### src/rtl/jpeg_pix_sink.sv
// jpeg_pix_sink
//   Consumer end of the JPEG decoder pixel port. Each strobed pixel carries an
//   MCU-relative position. That position is turned into a raster frame-buffer
//   word address (y*width + x). Pixels that fall outside the picture are dropped.
//   Kept pixels are packed to RGB888 or RGB565 and queued in a small FIFO. The
//   FIFO drains to a ready/valid memory write port.
//
// Ports
//   clk, rst          clock, asynchronous active-low reset
//   width, heigth     picture size in pixels, sampled with res_avali
//   res_avali         picture size valid, starts a frame when idle
//   pic_is_411        1: 16x16 MCU, 0: 8x8 MCU, sampled with res_avali
//   x_mcu_i, y_mcu_i  MCU column/row of the current pixel
//   bo_we             pixel strobe, one pixel per asserted cycle
//   bo_r, bo_g, bo_b  pixel colour
//   bo_adr            pixel position inside the MCU
//   bi_next           sink can take a pixel in the next cycle
//   pic_end           decoder finished the last MCU
//   mem_we, mem_adr,
//   mem_dat,
//   mem_ready         memory write port; a write completes on mem_we & mem_ready
//   frame_done        one-cycle pulse after the last pixel of a frame is written
//   busy              a frame is in progress
//   wr_cnt            pixels written this frame, saturating

module jpeg_pix_sink #(
  parameter  int ADDR_W  = 24,
  parameter  int PIX_565 = 0,
  parameter  int FIFO_AW = 4,
  localparam int DAT_W   = (PIX_565 != 0) ? 16 : 24
) (
  input  logic              clk,
  input  logic              rst,
  input  logic [15:0]       width,
  input  logic [15:0]       heigth,
  input  logic              res_avali,
  input  logic              pic_is_411,
  input  logic [12:0]       x_mcu_i,
  input  logic [12:0]       y_mcu_i,
  input  logic              bo_we,
  input  logic [7:0]        bo_r,
  input  logic [7:0]        bo_g,
  input  logic [7:0]        bo_b,
  input  logic [7:0]        bo_adr,
  output logic              bi_next,
  input  logic              pic_end,
  output logic              mem_we,
  output logic [ADDR_W-1:0] mem_adr,
  output logic [DAT_W-1:0]  mem_dat,
  input  logic              mem_ready,
  output logic              frame_done,
  output logic              busy,
  output logic [ADDR_W-1:0] wr_cnt
);

  localparam int DEPTH = 1 << FIFO_AW;
  localparam int OW    = FIFO_AW + 2;

  typedef enum logic [1:0] {
    IDLE,
    RUN,
    DRAIN,
    DONE
  } state_t;

  state_t state;

  // picture geometry latched at frame start
  logic [15:0] w_q;
  logic [15:0] h_q;
  logic        mode411;

  // stage 1: registered pixel and its decoded MCU position
  logic        s1_vld;
  logic [23:0] s1_rgb;
  logic [3:0]  s1_row;
  logic [3:0]  s1_col;
  logic [12:0] s1_xm;
  logic [12:0] s1_ym;

  // stage 2: address computed, clipped pixels already removed
  logic              s2_vld;
  logic [ADDR_W-1:0] s2_adr;
  logic [DAT_W-1:0]  s2_dat;

  // FIFO
  logic [ADDR_W-1:0]  fifo_adr [DEPTH];
  logic [DAT_W-1:0]   fifo_dat [DEPTH];
  logic [FIFO_AW-1:0] wr_ptr;
  logic [FIFO_AW-1:0] rd_ptr;
  logic [FIFO_AW:0]   fifo_cnt;

  logic              accept;
  logic              push;
  logic              pop;
  logic              start;
  logic [16:0]       pos_x;
  logic [16:0]       pos_y;
  logic              clip;
  logic              s2_next;
  logic [ADDR_W-1:0] adr_calc;
  logic [DAT_W-1:0]  pix_packed;
  logic [OW-1:0]     occ_next;
  logic              fits;

  assign accept = bo_we & (state == RUN);
  assign start  = (state == IDLE) & res_avali;
  assign mem_we = (fifo_cnt != '0);
  assign pop    = mem_we & mem_ready;
  assign push   = s2_vld;

  // Zeroed when empty so stale FIFO contents never show on the port,
  // which also gives all-zero outputs straight out of reset.
  assign mem_adr = mem_we ? fifo_adr[rd_ptr] : '0;
  assign mem_dat = mem_we ? fifo_dat[rd_ptr] : '0;

  // Stage 2 address arithmetic; MCU size is a power of two so it is a shift.
  // The address is computed modulo 2**ADDR_W, matching truncation of the full product.
  always_comb begin
    pos_x    = (mode411 ? {s1_xm, 4'b0000} : {1'b0, s1_xm, 3'b000}) + {13'd0, s1_col};
    pos_y    = (mode411 ? {s1_ym, 4'b0000} : {1'b0, s1_ym, 3'b000}) + {13'd0, s1_row};
    clip     = (pos_x >= {1'b0, w_q}) | (pos_y >= {1'b0, h_q});
    s2_next  = s1_vld & ~clip;
    adr_calc = ADDR_W'(pos_y) * ADDR_W'(w_q) + ADDR_W'(pos_x);
    if (PIX_565 != 0) begin
      pix_packed = DAT_W'({s1_rgb[23:19], s1_rgb[15:10], s1_rgb[7:3]});
    end else begin
      pix_packed = DAT_W'(s1_rgb);
    end
  end

  // Occupancy one cycle ahead: FIFO after this cycle's push/pop plus whatever
  // sits in the two pipeline stages next cycle. Because the producer reacts one
  // cycle late to bi_next, up to two more pixels can land after the flag drops,
  // so the threshold keeps two slots free.
  always_comb begin
    occ_next = OW'(fifo_cnt) + OW'(push) + OW'(accept) + OW'(s2_next) - OW'(pop);
    fits     = (occ_next <= OW'(DEPTH - 2));
  end

  // Frame control FSM with registered bi_next, busy and frame_done.
  always_ff @(posedge clk or negedge rst) begin
    if (!rst) begin
      state      <= IDLE;
      w_q        <= '0;
      h_q        <= '0;
      mode411    <= 1'b0;
      bi_next    <= 1'b0;
      busy       <= 1'b0;
      frame_done <= 1'b0;
    end else begin
      frame_done <= 1'b0;
      case (state)
        IDLE: begin
          bi_next <= 1'b0;
          if (res_avali) begin
            w_q     <= width;
            h_q     <= heigth;
            mode411 <= pic_is_411;
            bi_next <= fits;
            busy    <= 1'b1;
            state   <= RUN;
          end
        end
        RUN: begin
          if (pic_end) begin
            bi_next <= 1'b0;
            state   <= DRAIN;
          end else begin
            bi_next <= fits;
          end
        end
        DRAIN: begin
          bi_next <= 1'b0;
          if (!s1_vld && !s2_vld && fifo_cnt == '0) begin
            frame_done <= 1'b1;
            state      <= DONE;
          end
        end
        DONE: begin
          bi_next <= 1'b0;
          busy    <= 1'b0;
          state   <= IDLE;
        end
        default: begin
          bi_next <= 1'b0;
          busy    <= 1'b0;
          state   <= IDLE;
        end
      endcase
    end
  end

  // Two-stage pixel pipeline: capture and decode, then address and clip.
  always_ff @(posedge clk or negedge rst) begin
    if (!rst) begin
      s1_vld <= 1'b0;
      s1_rgb <= '0;
      s1_row <= '0;
      s1_col <= '0;
      s1_xm  <= '0;
      s1_ym  <= '0;
      s2_vld <= 1'b0;
      s2_adr <= '0;
      s2_dat <= '0;
    end else begin
      s1_vld <= accept;
      if (accept) begin
        s1_rgb <= {bo_r, bo_g, bo_b};
        s1_row <= mode411 ? bo_adr[7:4] : {1'b0, bo_adr[5:3]};
        s1_col <= mode411 ? bo_adr[3:0] : {1'b0, bo_adr[2:0]};
        s1_xm  <= x_mcu_i;
        s1_ym  <= y_mcu_i;
      end
      s2_vld <= s2_next;
      if (s1_vld) begin
        s2_adr <= adr_calc;
        s2_dat <= pix_packed;
      end
    end
  end

  // FIFO storage; no reset needed since the output port masks an empty FIFO.
  always_ff @(posedge clk) begin
    if (push) begin
      fifo_adr[wr_ptr] <= s2_adr;
      fifo_dat[wr_ptr] <= s2_dat;
    end
  end

  // FIFO pointers, fill count and the per-frame write counter.
  always_ff @(posedge clk or negedge rst) begin
    if (!rst) begin
      wr_ptr   <= '0;
      rd_ptr   <= '0;
      fifo_cnt <= '0;
      wr_cnt   <= '0;
    end else begin
      if (push) begin
        wr_ptr <= wr_ptr + 1'b1;
      end
      if (pop) begin
        rd_ptr <= rd_ptr + 1'b1;
      end
      if (push && !pop) begin
        fifo_cnt <= fifo_cnt + 1'b1;
      end else if (!push && pop) begin
        fifo_cnt <= fifo_cnt - 1'b1;
      end
      if (start) begin
        wr_cnt <= '0;
      end else if (pop && wr_cnt != {ADDR_W{1'b1}}) begin
        wr_cnt <= wr_cnt + 1'b1;
      end
    end
  end

endmodule

### config.mk
export PLATFORM = sky130hd
export DESIGN_NAME = jpeg_pix_sink
export DESIGN_NICKNAME = d
export VERILOG_FILES = /design/src/rtl/jpeg_pix_sink.sv
export SDC_FILE = /design/constraint.sdc
export NUM_CORES = 2
export LEC_CHECK = 0
export CAP_MARGIN = 10
export CELL_PAD_IN_SITES_DETAIL_PLACEMENT = 1
export CELL_PAD_IN_SITES_GLOBAL_PLACEMENT = 2
export CORE_MARGIN = 5
export CORE_UTILIZATION = 42
export CTS_CLUSTER_DIAMETER = 120
export DETAILED_ROUTE_END_ITERATION = 10
export HOLD_SLACK_MARGIN = 0.02
export PLACE_DENSITY = 0.75
export RECOVER_POWER = 50
export SLEW_MARGIN = 0
export SYNTH_ARGS = -nofsm -noshare
export SYNTH_HDL_FRONTEND = slang
export SYNTH_SLANG_ARGS = --single-unit
### constraint.sdc
create_clock -name clk -period 7.99 [get_ports clk]
set_input_delay 1.598 -clock clk [delete_from_list [all_inputs] [get_ports clk]]
set_output_delay 1.598 -clock clk [all_outputs]
set_load 0.01 [all_outputs]
# ---- Word level (Yosys, flattened, before mapping)
# Memories as Yosys holds them, arrays and structs flattened.
# Cells that the tools add are included.
dict set report op_classes {
  n_eq_ne 7
  n_div 0
  bitwise 6
  n_shift 0
  n_reduce_logical 18
  mux 23
  multipliers 1
  n_lt_le_gt_ge 3
  n_addsub 12
}
# op count
set ops {}
lappend ops {{24-bit two-way mux} 4}
lappend ops {{17-bit by 4-bit adder with 17-bit output} 2}
lappend ops {{17-bit by 16-bit greater-or-equal comparator with 1-bit output} 2}
lappend ops {{17-bit two-way mux} 2}
lappend ops {{24-bit by 1-bit adder with 24-bit output (second input constant)} 1}
lappend ops {{24-bit by 17-bit adder with 24-bit output} 1}
lappend ops {{17-bit by 16-bit multiplier with 24-bit output} 1}
lappend ops {{24-bit inequality test (second input constant)} 1}
lappend ops {{6-bit by 1-bit adder with 6-bit output} 2}
lappend ops {{5-bit two-way mux} 2}
lappend ops {{4-bit by 1-bit adder with 4-bit output (second input constant)} 2}
lappend ops {{4-bit two-way mux} 2}
lappend ops {{2-bit one-hot mux with 4 select lines} 1}
lappend ops {{1-bit two-way mux} 7}
lappend ops {{5-bit by 1-bit adder with 6-bit output} 1}
lappend ops {{6-bit by 4-bit less-or-equal comparator with 1-bit output (second input constant)} 1}
lappend ops {{2-bit two-way mux} 3}
lappend ops {{2-bit inequality test (second input constant)} 3}
lappend ops {{2-bit nonzero test} 3}
lappend ops {{6-bit by 1-bit subtractor with 6-bit output} 1}
lappend ops {{5-bit by 1-bit adder with 5-bit output (second input constant)} 1}
lappend ops {{1-bit logical AND} 5}
lappend ops {{5-bit zero test} 1}
lappend ops {{5-bit nonzero test} 1}
lappend ops {{other kinds (13)} 20}
dict set report word_totals {
  n_memories 2
  inputBits 97
  regBits 183
  latch_bits 0
  elab_cells 92
  ram_bits 768
  out_inout_bits 76
  mem_bits_ro 0
}
# name depth word_bits rd rd_ports_with_merged_regs wr line
set mem_list {}
lappend mem_list {fifo_adr 16 24 1 0 1 87} ;# logic [ADDR_W-1:0] fifo_adr [DEPTH];
lappend mem_list {fifo_dat 16 24 1 0 1 88} ;# logic [DAT_W-1:0] fifo_dat [DEPTH];

# ---- Logic depth before layout (Yosys ltp)
dict set report depth {
  word_depth 11
  ltp_mapped 36
  mapped_depth_nobuf 30
}

# ---- Worst setup path after synthesis
# OpenSTA, ideal clock, no wires.
dict set report synth_timing {
  kind {register to register}
  start {register mode411}
  end {register s2_adr[23]}
  n_path_buf 6
  slack_ns -0.475
  required_time_ns 7.913
  arrival_ns 8.387
  period_less_slack_ns 8.465
  setup_ns 0.077
  stages_incl_launch_ff 36
  cell_sequence {dfrtp_1 -> buf_6 -> buf_2 -> buf_2 -> clkbuf_1 -> clkbuf_1 -> mux2_2 -> ha_1 -> and4_4 -> nand4_1 -> xnor2_1 -> nor2_1 -> a21oi_1 -> clkbuf_1 -> nand2_1 -> fa_1 -> inv_1 -> fa_1 -> inv_1 -> fa_1 -> inv_1 -> fa_1 -> inv_1 -> fa_1 -> fa_1 -> inv_1 -> ha_1 -> a21o_1 -> a21o_1 -> a21oi_1 -> nor2b_1 -> or3_1 -> o31ai_1 -> o21ai_0 -> xor2_1 -> a21oi_1}
}
dict set report synth_between {
  elab_chain_cells 4
  word_cells_on_any_way 6
  classes_between {add/sub (3); mul (1); mux (2)}
}
# element line
set synth_lines {}
lappend synth_lines {{start, declared} 71} ;# logic mode411;
lappend synth_lines {{start signal, assigned} 159} ;# mode411 <= pic_is_411;
lappend synth_lines {{17-bit two-way mux} 121} ;# pos_y = (mode411 ? {s1_ym, 4'b0000} : {1'b0, s1_ym, 3'b000}) + {13'd0, s1_row};
lappend synth_lines {{17-bit by 4-bit adder with 17-bit output} 121}
lappend synth_lines {{17-bit by 16-bit multiplier with 24-bit output} 124} ;# adr_calc = ADDR_W'(pos_y) * ADDR_W'(w_q) + ADDR_W'(pos_x);
lappend synth_lines {{24-bit by 17-bit adder with 24-bit output *} 124}
lappend synth_lines {{end signal, assigned} 217} ;# s2_adr <= adr_calc;
lappend synth_lines {{end, declared} 83} ;# logic [ADDR_W-1:0] s2_adr;
# Every way passes the cells marked *; elsewhere a longest branch is shown, timed or not.
# A chain may end at the register's enable or synchronous reset.

# ---- Worst setup path after layout
# Ends and elaborated chain as after synthesis.

==> impl_metrics.ini <==
[sta]
skew_ns = 0.07454
fin_ws_ns = 0.4255
tns_ns = 0
rsz0062_at_grt = no
hold_violations = 0
fmax_mhz = 132.2
maxSlewViolCount = 183
layout_min_cycle_time_ns = 7.564
setup_violations = 0
tightest_slew_ns = 4.989
fin_crit_sh = 0.9467
slew_headroom = -2.326

[detailed_routing]
viasPerCell = 5.409
antenna_left = 0
drt_first_iter_violations = 2171
vias = 25340
first_pass_iters = 5
drc = 0
wl_per_cell_microns = 25.46
routed_wl_microns = 119300

[finish]
area_growth_pct = 15.32
diodes = 0
fin_nets = 3544
fin_util = 0.4896
stdcell_count = 4685
layout-drive-gt1-share = 0.1829
n_fill_cell = 10400

[floorplanning]
fp.dieH_microns = 342.2
die-area_sq_um = 117100
design.core.area_sq_um = 109200
dieWidth_microns = 342.2
placementRows = 121
io_pins = 173
initial_core_util = 0.4245

[yosys]
yosysTopAreaCell = edfxtp_1
netlist_instances = 2925
yosys-top-cells-count = edfxtp_1 (768), inv_1 (291), mux4_2 (240)
yosys.area.top_type_share = 0.4977
syn_nets = 3347
netlist_area_sq_um = 46340
synth-seq-area-share = 0.5965
ys_async_sr_fraction = 0.1924
synth_top_flop_cell = edfxtp_1
ys_types = 76
synth_edf_count = 768
synth.area.top_cells = edfxtp_1 (50%), mux4_2 (12%), dfrtp_1 (9.9%), fa_1 (8.4%), ha_1 (3.5%)
syn_area_per_cell_sq_um = 15.84
synth.most_common_cell = edfxtp_1
synth_warnings = 0
ys_ff_latch = 951

[global_route]
antenna_found_initial = 0
grt_pass1_wl_microns = 182800
grt_pass1_vias = 28860
grt_usage = 0.2070
grt_max_degree = 101
gr-total-overflow = 0

[place]
hpwlAfterDp_microns = 73670
dp.cells = 4494
gp_congestion = 0.8148
pre_cts_ws_ns = -0.07618
port-buffer-count = 172

[worst_setup_path]
worst_setup_path_end_kind = flip-flop
critPathMaxFanout = 6
crit_slowest_cell = fa_1
start_kind = flip-flop
worstPathArrival_ns = 8.13
cpPeakStageDelay_ns = 0.57
critical_path_class = reg2reg
crit_required_ns = 8.56
critPathMostFrequentCell = fa_1

[clocking]
root_buffer = clkbuf_16
cts_buffer_depth = 3
tritoncts = yes
cts.sinks = 951
htreeDepth = 3
numCtsBuffers = 100
clk_pin_slew_worst_paths_ns = 0.06
clk_latency_ns = 0.70

[run_status]
status = finished, violations left
violations = max-capacitance violations, max-slew violations

[worst_hold_path]
min_path_type = reg2reg

[flow_run]
max_cap_violations = 6
-- per-layer routing --
metal / track usage / part of all wire
met1: 0.2739 / 0.41
met2: 0.3664 / 0.52
met3: 0.02517 / 0.043
met4: 0.05050 / 0.024
met5: 0 / 0
-- path summary, 6_finish.rpt --
check	startpoint	to	slack (ns)	cells after the start
setup / recovery	mode411	s2_adr[23]	0.43	30
hold / removal	pix_packed[21]	s2_dat[21]	0.50	1
setup reg to reg	mode411	s2_adr[23]	0.43	30
hold reg to reg	pix_packed[21]	s2_dat[21]	0.50	1
max in group asynchronous	rst	s1_vld	2.07	1
min in group asynchronous	rst	s1_ym[10]	2.75	1
-- stage by stage --
stage	area [sq um]	hold WS, ns
floorplan	46360	0.4563
global placement	49980	0.4818
detailed placement	49980	0.4912
CTS	53440	0.5052
global route	53440	0.5277
finish	53440	0.4999
-- layout make-up --
cell class / count / area, sq um / share of cell area
clock inverter: 62 / 814.5 / 0.01524
clock buffer: 127 / 2644 / 0.04947
tap: 1476 / 1847 / 0.03456
timing repair buffer: 232 / 2187 / 0.04093
multi-input combinational: 1544 / 17190 / 0.3217
sequential: 951 / 27660 / 0.5175
inverter: 293 / 1100 / 0.02058
-- kinds of logic (layout without fill, tap and decap cells) --
logic type,Yosys count,count (layout),share of synthesized area
xor gates and xnor gates,93,93,0.01863
and+or+nand+nor,602,602,0.06421
buffers and inverters,430,714,0.03534
DFF,951,951,0.5965
muxes,347,347,0.1427
adders and majority gates,325,325,0.1192
AOI/OAI and AO/OA,177,177,0.02346
-- registers in the layout (all words and copies together) (netlist names), 2 cells and up --
register    count
fifo_adr      384
fifo_dat      384
pix_packed     24
s2_adr         24
s2_dat         24
wr_cnt         24
h_q            16
w_q            16
s1_xm          13
s1_ym          13
fifo_cnt        5
rd_ptr          4
s1_col          4
s1_row          4
wr_ptr          4
state           2
-- worst max-delay path, delay by kind of cell (launching register included) --
kind / cells / cell delay [ns]
buffers and inverters: 5 / 0.29
flip-flops: 1 / 0.44
AND/OR/NAND/NOR: 7 / 1.25
XOR/XNOR: 2 / 0.41
adder cells (fa/ha/maj): 9 / 3.71
AO/OA/AOI/OAI: 7 / 1.36
-- layout by cell type (no fill, tap or decap), types with 4 or more instances in the layout --
cell             count
clkinv_2            23
bufinv_16           15
a31oi_1              4
and3_1              17
clkbuf_1            26
buf_4               55
nor4_1               8
fa_1               194
a21oi_1             33
clkinv_1            11
edfxtp_1           768
nand2b_1             4
mux2i_1             12
and4_1               7
ha_1               130
xnor2_1             60
and2_1             152
mux4_2             240
dfrtp_1            177
nor3_1              15
a211oi_1             5
mux2_2              92
xor2_1              28
nand2_1            238
nor3_2               5
o21a_1              12
a21boi_0             5
a21o_1              16
o21ai_0             72
or3_1                7
clkbuf_16          100
clkbuf_8             4
nand4_1             19
nor2_4               9
nor2_1              73
nor2b_1              7
nand3_1             22
clkdlybuf4s50_1    169
inv_1              291
-- timing repair --
item / 4_1_cts / 5_1_grt
resized for setup: 1 / 5
pin swaps: 0 / 1
hold buffers: 0 / 0
setup endpoints to repair: 2 / 3
buffers inserted: 0 / 2
Power is not shown: default switching activity piles up to over one toggle a cycle in this logic, so the estimate is an artifact.
==> RTL change 1, RTL diff (config.mk and constraints unchanged) <==
Set the parameter `PIX_565` to 1 (it was 0).
--- a/src/rtl/jpeg_pix_sink.sv
+++ b/src/rtl/jpeg_pix_sink.sv
@@ -25,7 +25,7 @@
 
 module jpeg_pix_sink #(
   parameter  int ADDR_W  = 24,
-  parameter  int PIX_565 = 0,
+  parameter  int PIX_565 = 1,
   parameter  int FIFO_AW = 4,
   localparam int DAT_W   = (PIX_565 != 0) ? 16 : 24
 ) (
Interface: changed (resized mem_dat); port bits go from 173 to 165. The function was not compared with the original's and may differ.
==> RTL change 1 against the unedited design <==
  * The run still ends with max-capacitance violations, max-slew violations left
  * Cell area shrank 12%
  * First-iteration DRC count is 17% lower
  * Area after synthesis fell by 12%
  * Sequential cell count down 144
  * Worst setup slack got worse by 52 ps
  * Synthesized cell count fell by 8.2%
  * Wire length down 12%
  * Critical path type unchanged
Power is left out: the tool's default activity adds up to more than one toggle a clock period on the data nets, which glitch-free logic cannot reach.
==> RTL change 1: results <==
[synthesis]
synth_enable_flop_cells = 640
asyncSetResetFlopFracSynth_pct = 20.7
synth-seq-area-share_pct = 57.3
post_synth_fa_ha_maj_area_fraction_pct = 13.5
synthTopCellsByArea = "sky130_fd_sc_hd__edfxtp_1, sky130_fd_sc_hd__mux4_2, sky130_fd_sc_hd__dfrtp_1, sky130_fd_sc_hd__fa_1, sky130_fd_sc_hd__ha_1"
post_synth_mux_area_share_pct = 13.6
synth_compound_gate_area_share_pct = 2.89
synth_xor_xnor_area_share_pct = 2.01

[sta]
final_max_slew_viol_count = 217
skew_ps = 64.8
tightest_slew_ps = 4430

[finish]
multi_input_area_mm2 = 0.0160
number_of_combinational_gates_with_multiple_inputs = 1465
buffers = 223
nNetsFinal = 3293
non_clock_buffer_area_share_pct = 4.42
drive_above_1_share_pct = 17.1
layout_top_registers = "fifo_adr x384, fifo_dat x256"
layout.clock.cell_area_share_pct = 6.07
inv_count = 288

[place]
pre_cts_ws_ps = -12.6
place_hpwl_mm = 66.3
port_buffer_count = 156
number_of_cells_in_the_design_after_placement = 4059

[global_routing]
met3_usage_pct = 2.80
use_met2_pct = 36.5
met1_usage_pct = 26.9
grt_pass1_vias = 25800
largest_net_degree_at_the_start_of_global_routing = 98
number_of_antenna_violations_at_the_first_check_in_global_routing = 2

[setup_path]
critical_path.max_stage_delay_ps = 550
critical_path_peak_fanout = 16
critPathArrivalTime_ps = 8120

[drt]
vias = 22900
drtIter0Drc = 1792

[status]
status = "complete, but fails checks"
violations = "max-capacitance violations, max-slew violations"

[job]
drv_cap = 5

[clock_network]
cts_made_buffers = 86
RTL change 1: changes by cell type in the layout (fill, tap and decap cells not counted), sizes merged, moves of 9 or more:
cell and change:
edfxtp -128, dfrtp -16, mux4 -40, and2 -18, nor2 -16, xnor2 -9, clkbuf -18, clkdlybuf4s50 -16
RTL change 1: cells by family after synthesis:
logic type / Yosys count
and+or+nand+nor: 564
DFF: 807
buffers and inverters: 413
adders and majority gates: 325
AOI/OAI and AO/OA: 194
xor gates and xnor gates: 88
muxes: 294
RTL change 1: per-stage QoR:
step           util, %  cell area (um^2)  hold slack (ps)  setup TNS [ps]
3_5_place_dp      45.7             44200              494           -12.6
3_3_place_gp      45.7             44200              485           -23.4
2_1_floorplan        -             40800              456               0
6_report          48.7             47000              503               0
4_1_cts           48.7             47000              507               0
5_1_grt           48.7             47000              509           -40.6
RTL change 1: final timing paths:
check	start	to	depth (start not counted)	slack, ps
setup / recovery	mode411	s2_adr[23]	30	370
hold / removal	s1_rgb[10]	s1_rgb[10]	1	500
setup reg to reg	mode411	s2_adr[23]	30	370
hold reg to reg	s1_rgb[10]	s1_rgb[10]	1	500
max in group asynchronous	rst	rd_ptr[2]	2	1410
min in group asynchronous	rst	wr_cnt[7]	1	2520
RTL change 1: worst register-to-register path, delay by kind of cell, from the launching register on:
kind	cells	cell delay, ps
muxes	2	480
buffers and inverters	7	670
adders and majority gates	9	3760
xor gates and xnor gates	2	240
and+or+nand+nor	4	670
AOI/OAI and AO/OA	6	1190
DFF	1	440
RTL change 1: what timing repair did:
item                       CTS  global route
resized for setup            1            11
hold buffers                 0             0
pin swaps                    0             0
setup endpoints to repair    1             3
RTL change 1: per-layer routing:
metal	wire (um)	vias up
met5	0	-
li1	-	10000
met2	54600	512
met1	43700	12200
met3	4150	153
met4	3000	0
==> RTL change 2, RTL diff (same flow settings) <==
Without the edit above. Put one more register stage on the output `wr_cnt`, without a reset. The value now appears one clock later. The other outputs are not delayed to match.
--- a/src/rtl/jpeg_pix_sink.sv
+++ b/src/rtl/jpeg_pix_sink.sv
@@ -63,6 +63,8 @@
     DONE
   } state_t;
 
+  logic [ADDR_W-1:0] wr_cnt_s0;
+
   state_t state;
 
   // picture geometry latched at frame start
@@ -234,7 +236,7 @@
       wr_ptr   <= '0;
       rd_ptr   <= '0;
       fifo_cnt <= '0;
-      wr_cnt   <= '0;
+      wr_cnt_s0 <= '0;
     end else begin
       if (push) begin
         wr_ptr <= wr_ptr + 1'b1;
@@ -248,11 +250,15 @@
         fifo_cnt <= fifo_cnt - 1'b1;
       end
       if (start) begin
-        wr_cnt <= '0;
-      end else if (pop && wr_cnt != {ADDR_W{1'b1}}) begin
-        wr_cnt <= wr_cnt + 1'b1;
-      end
-    end
+        wr_cnt_s0 <= '0;
+      end else if (pop && wr_cnt_s0 != {ADDR_W{1'b1}}) begin
+        wr_cnt_s0 <= wr_cnt_s0 + 1'b1;
+      end
+    end
+  end
+
+  always_ff @(posedge clk) begin
+    wr_cnt <= wr_cnt_s0;
   end
 
 endmodule
Formal check against the unedited RTL: no difference found for any inputs over 4 cycles, from zero or initial values and one cycle with rst low; that may be too few to reach the edited logic, so the function may still have changed.
==> RTL change 2 against the unedited design <==
  * The flow still finishes with violations (max-capacitance violations, max-slew violations)
  * Wire length shrank 0.77%
  * Critical path depth shrank 2
  * Area after synthesis grew 0.86%
  * Worst setup slack gained 84 ps
  * Cell area grew 0.97%
  * Core utilization shrank 0.20 points
  * Sequential cell count grew 24
  * Via count is essentially flat
  * Critical path type unchanged
  * Largest cell class unchanged
Power is not shown: default switching activity piles up to over one toggle a cycle in this logic, so the estimate is an artifact.
==> RTL change 2: results <==
[synthesis]
synthTopCellsByArea = "sky130_fd_sc_hd__edfxtp_1, sky130_fd_sc_hd__mux4_2, sky130_fd_sc_hd__dfrtp_1, sky130_fd_sc_hd__fa_1, sky130_fd_sc_hd__ha_1"
synthesis.nets = 3362
post_synth_mux_area_share_pct = 14.2
synth.lib_cells_used.distinct = 63
synth_compound_gate_area_share_pct = 2.36
synth-seq-area-share_pct = 60.2
most_numerous_cell_types_in_the_synthesized_netlist = "sky130_fd_sc_hd__edfxtp_1, sky130_fd_sc_hd__inv_1, sky130_fd_sc_hd__mux4_2"
post_synth_fa_ha_maj_area_fraction_pct = 11.8
asyncSetResetFlopFracSynth_pct = 18.8

[setup_path]
worst_reg2reg_setup_slack_ps = 510
setup.worst_path.start = "s1_ym[0]"
critical_path.max_stage_delay_ps = 590

[status]
status = "complete, but fails checks"
violations = "max-capacitance violations, max-slew violations"

[sta]
final_max_slew_viol_count = 129
skew_ps = 39.4
tightest_slew_ps = 4940
hold_ws_ps = 407

[drt]
drtIter0Drc = 1680
routed_wl_mm = 118
viasPerCell = 5.37

[clock_network]
post-cts-setup-buffer-count = 0
cts_made_buffers = 104

[min_path]
worstHoldStart = "wr_cnt_s0[23]"

[job]
drv_cap = 5

[place]
place_hpwl_mm = 73.6

[finish]
drive_above_1_share_pct = 18.2

[global_routing]
number_of_antenna_violations_at_the_first_check_in_global_routing = 0
grt_first_pass_wirelength_mm = 182
total_routing_usage_gr_pct = 20.4
RTL change 2: cell count changes in the layout (fill, tap and decap cells not counted), moves of 5 or more:
cell	unedited run	this run
sky130_fd_sc_hd__clkinv_2	23	17
sky130_fd_sc_hd__clkbuf_8	4	9
sky130_fd_sc_hd__nor2_1	73	68
sky130_fd_sc_hd__a21oi_1	33	41
sky130_fd_sc_hd__nor3_2	5	0
sky130_fd_sc_hd__dfxtp_1	0	24
sky130_fd_sc_hd__nand4_1	19	26
sky130_fd_sc_hd__and2_1	152	146
sky130_fd_sc_hd__clkbuf_1	26	34
RTL change 2: through the flow:
stage               util [%]  setup WS (ps)  setup TNS, ps  area, um^2  std cells
floorplan                  -           2.77              0       46800       2940
detailed placement      45.6            263              0       50500       4524
finish                  48.8            510              0       54000       4721
CTS                     48.8            245              0       54000       4721
global placement        45.6            400              0       50500       4524
global route            48.8         -0.732         -0.732       54000       4721
RTL change 2: layer usage:
| metal | up-vias | GRT usage, % | routed length, um |
|---|---|---|---|
| li1 | 11100 | - | - |
| met1 | 13500 | 26.7 | 49300 |
| met2 | 555 | 36.2 | 61200 |
| met3 | 178 | 2.94 | 4790 |
| met4 | 0 | 4.99 | 3020 |
| met5 | - | 0 | 0 |
RTL change 2: how the worst min path moves through the flow:
stage | to | cells past startpoint
after floorplan | wr_cnt[9] | 0
after global placement | wr_cnt[9] | 0
after detailed placement | wr_cnt[9] | 0
after CTS | wr_cnt[9] | 0
after global routing | wr_cnt[9] | 0
final | wr_cnt[23] | 0
RTL change 2: cell families after synthesis:
kind of cell             Yosys count
adder cells (fa/ha/maj)          325
XOR/XNOR                          92
buffers and inverters            431
AND/OR/NAND/NOR                  584
flip-flops                       975
multiplexers                     348
AO/OA/AOI/OAI                    185
RTL change 2: cell type report:
cell class	instances	area, um^2
clock buffers	142	2840
clock inverters	55	743
fillers	10600	56700
inverters	291	1090
multi-input cells	1534	17000
flip-flops and latches	975	28100
well taps	1488	1860
repair buffers	236	2240
RTL change 2: critical path, delay by kind of cell (launching register included):
kind	cells	cell delay [ps]
xor gates and xnor gates	2	240
and+or+nand+nor	5	680
buffers and inverters	4	460
DFF	1	410
AOI/OAI and AO/OA	6	1400
adders and majority gates	9	3790
muxes	2	390
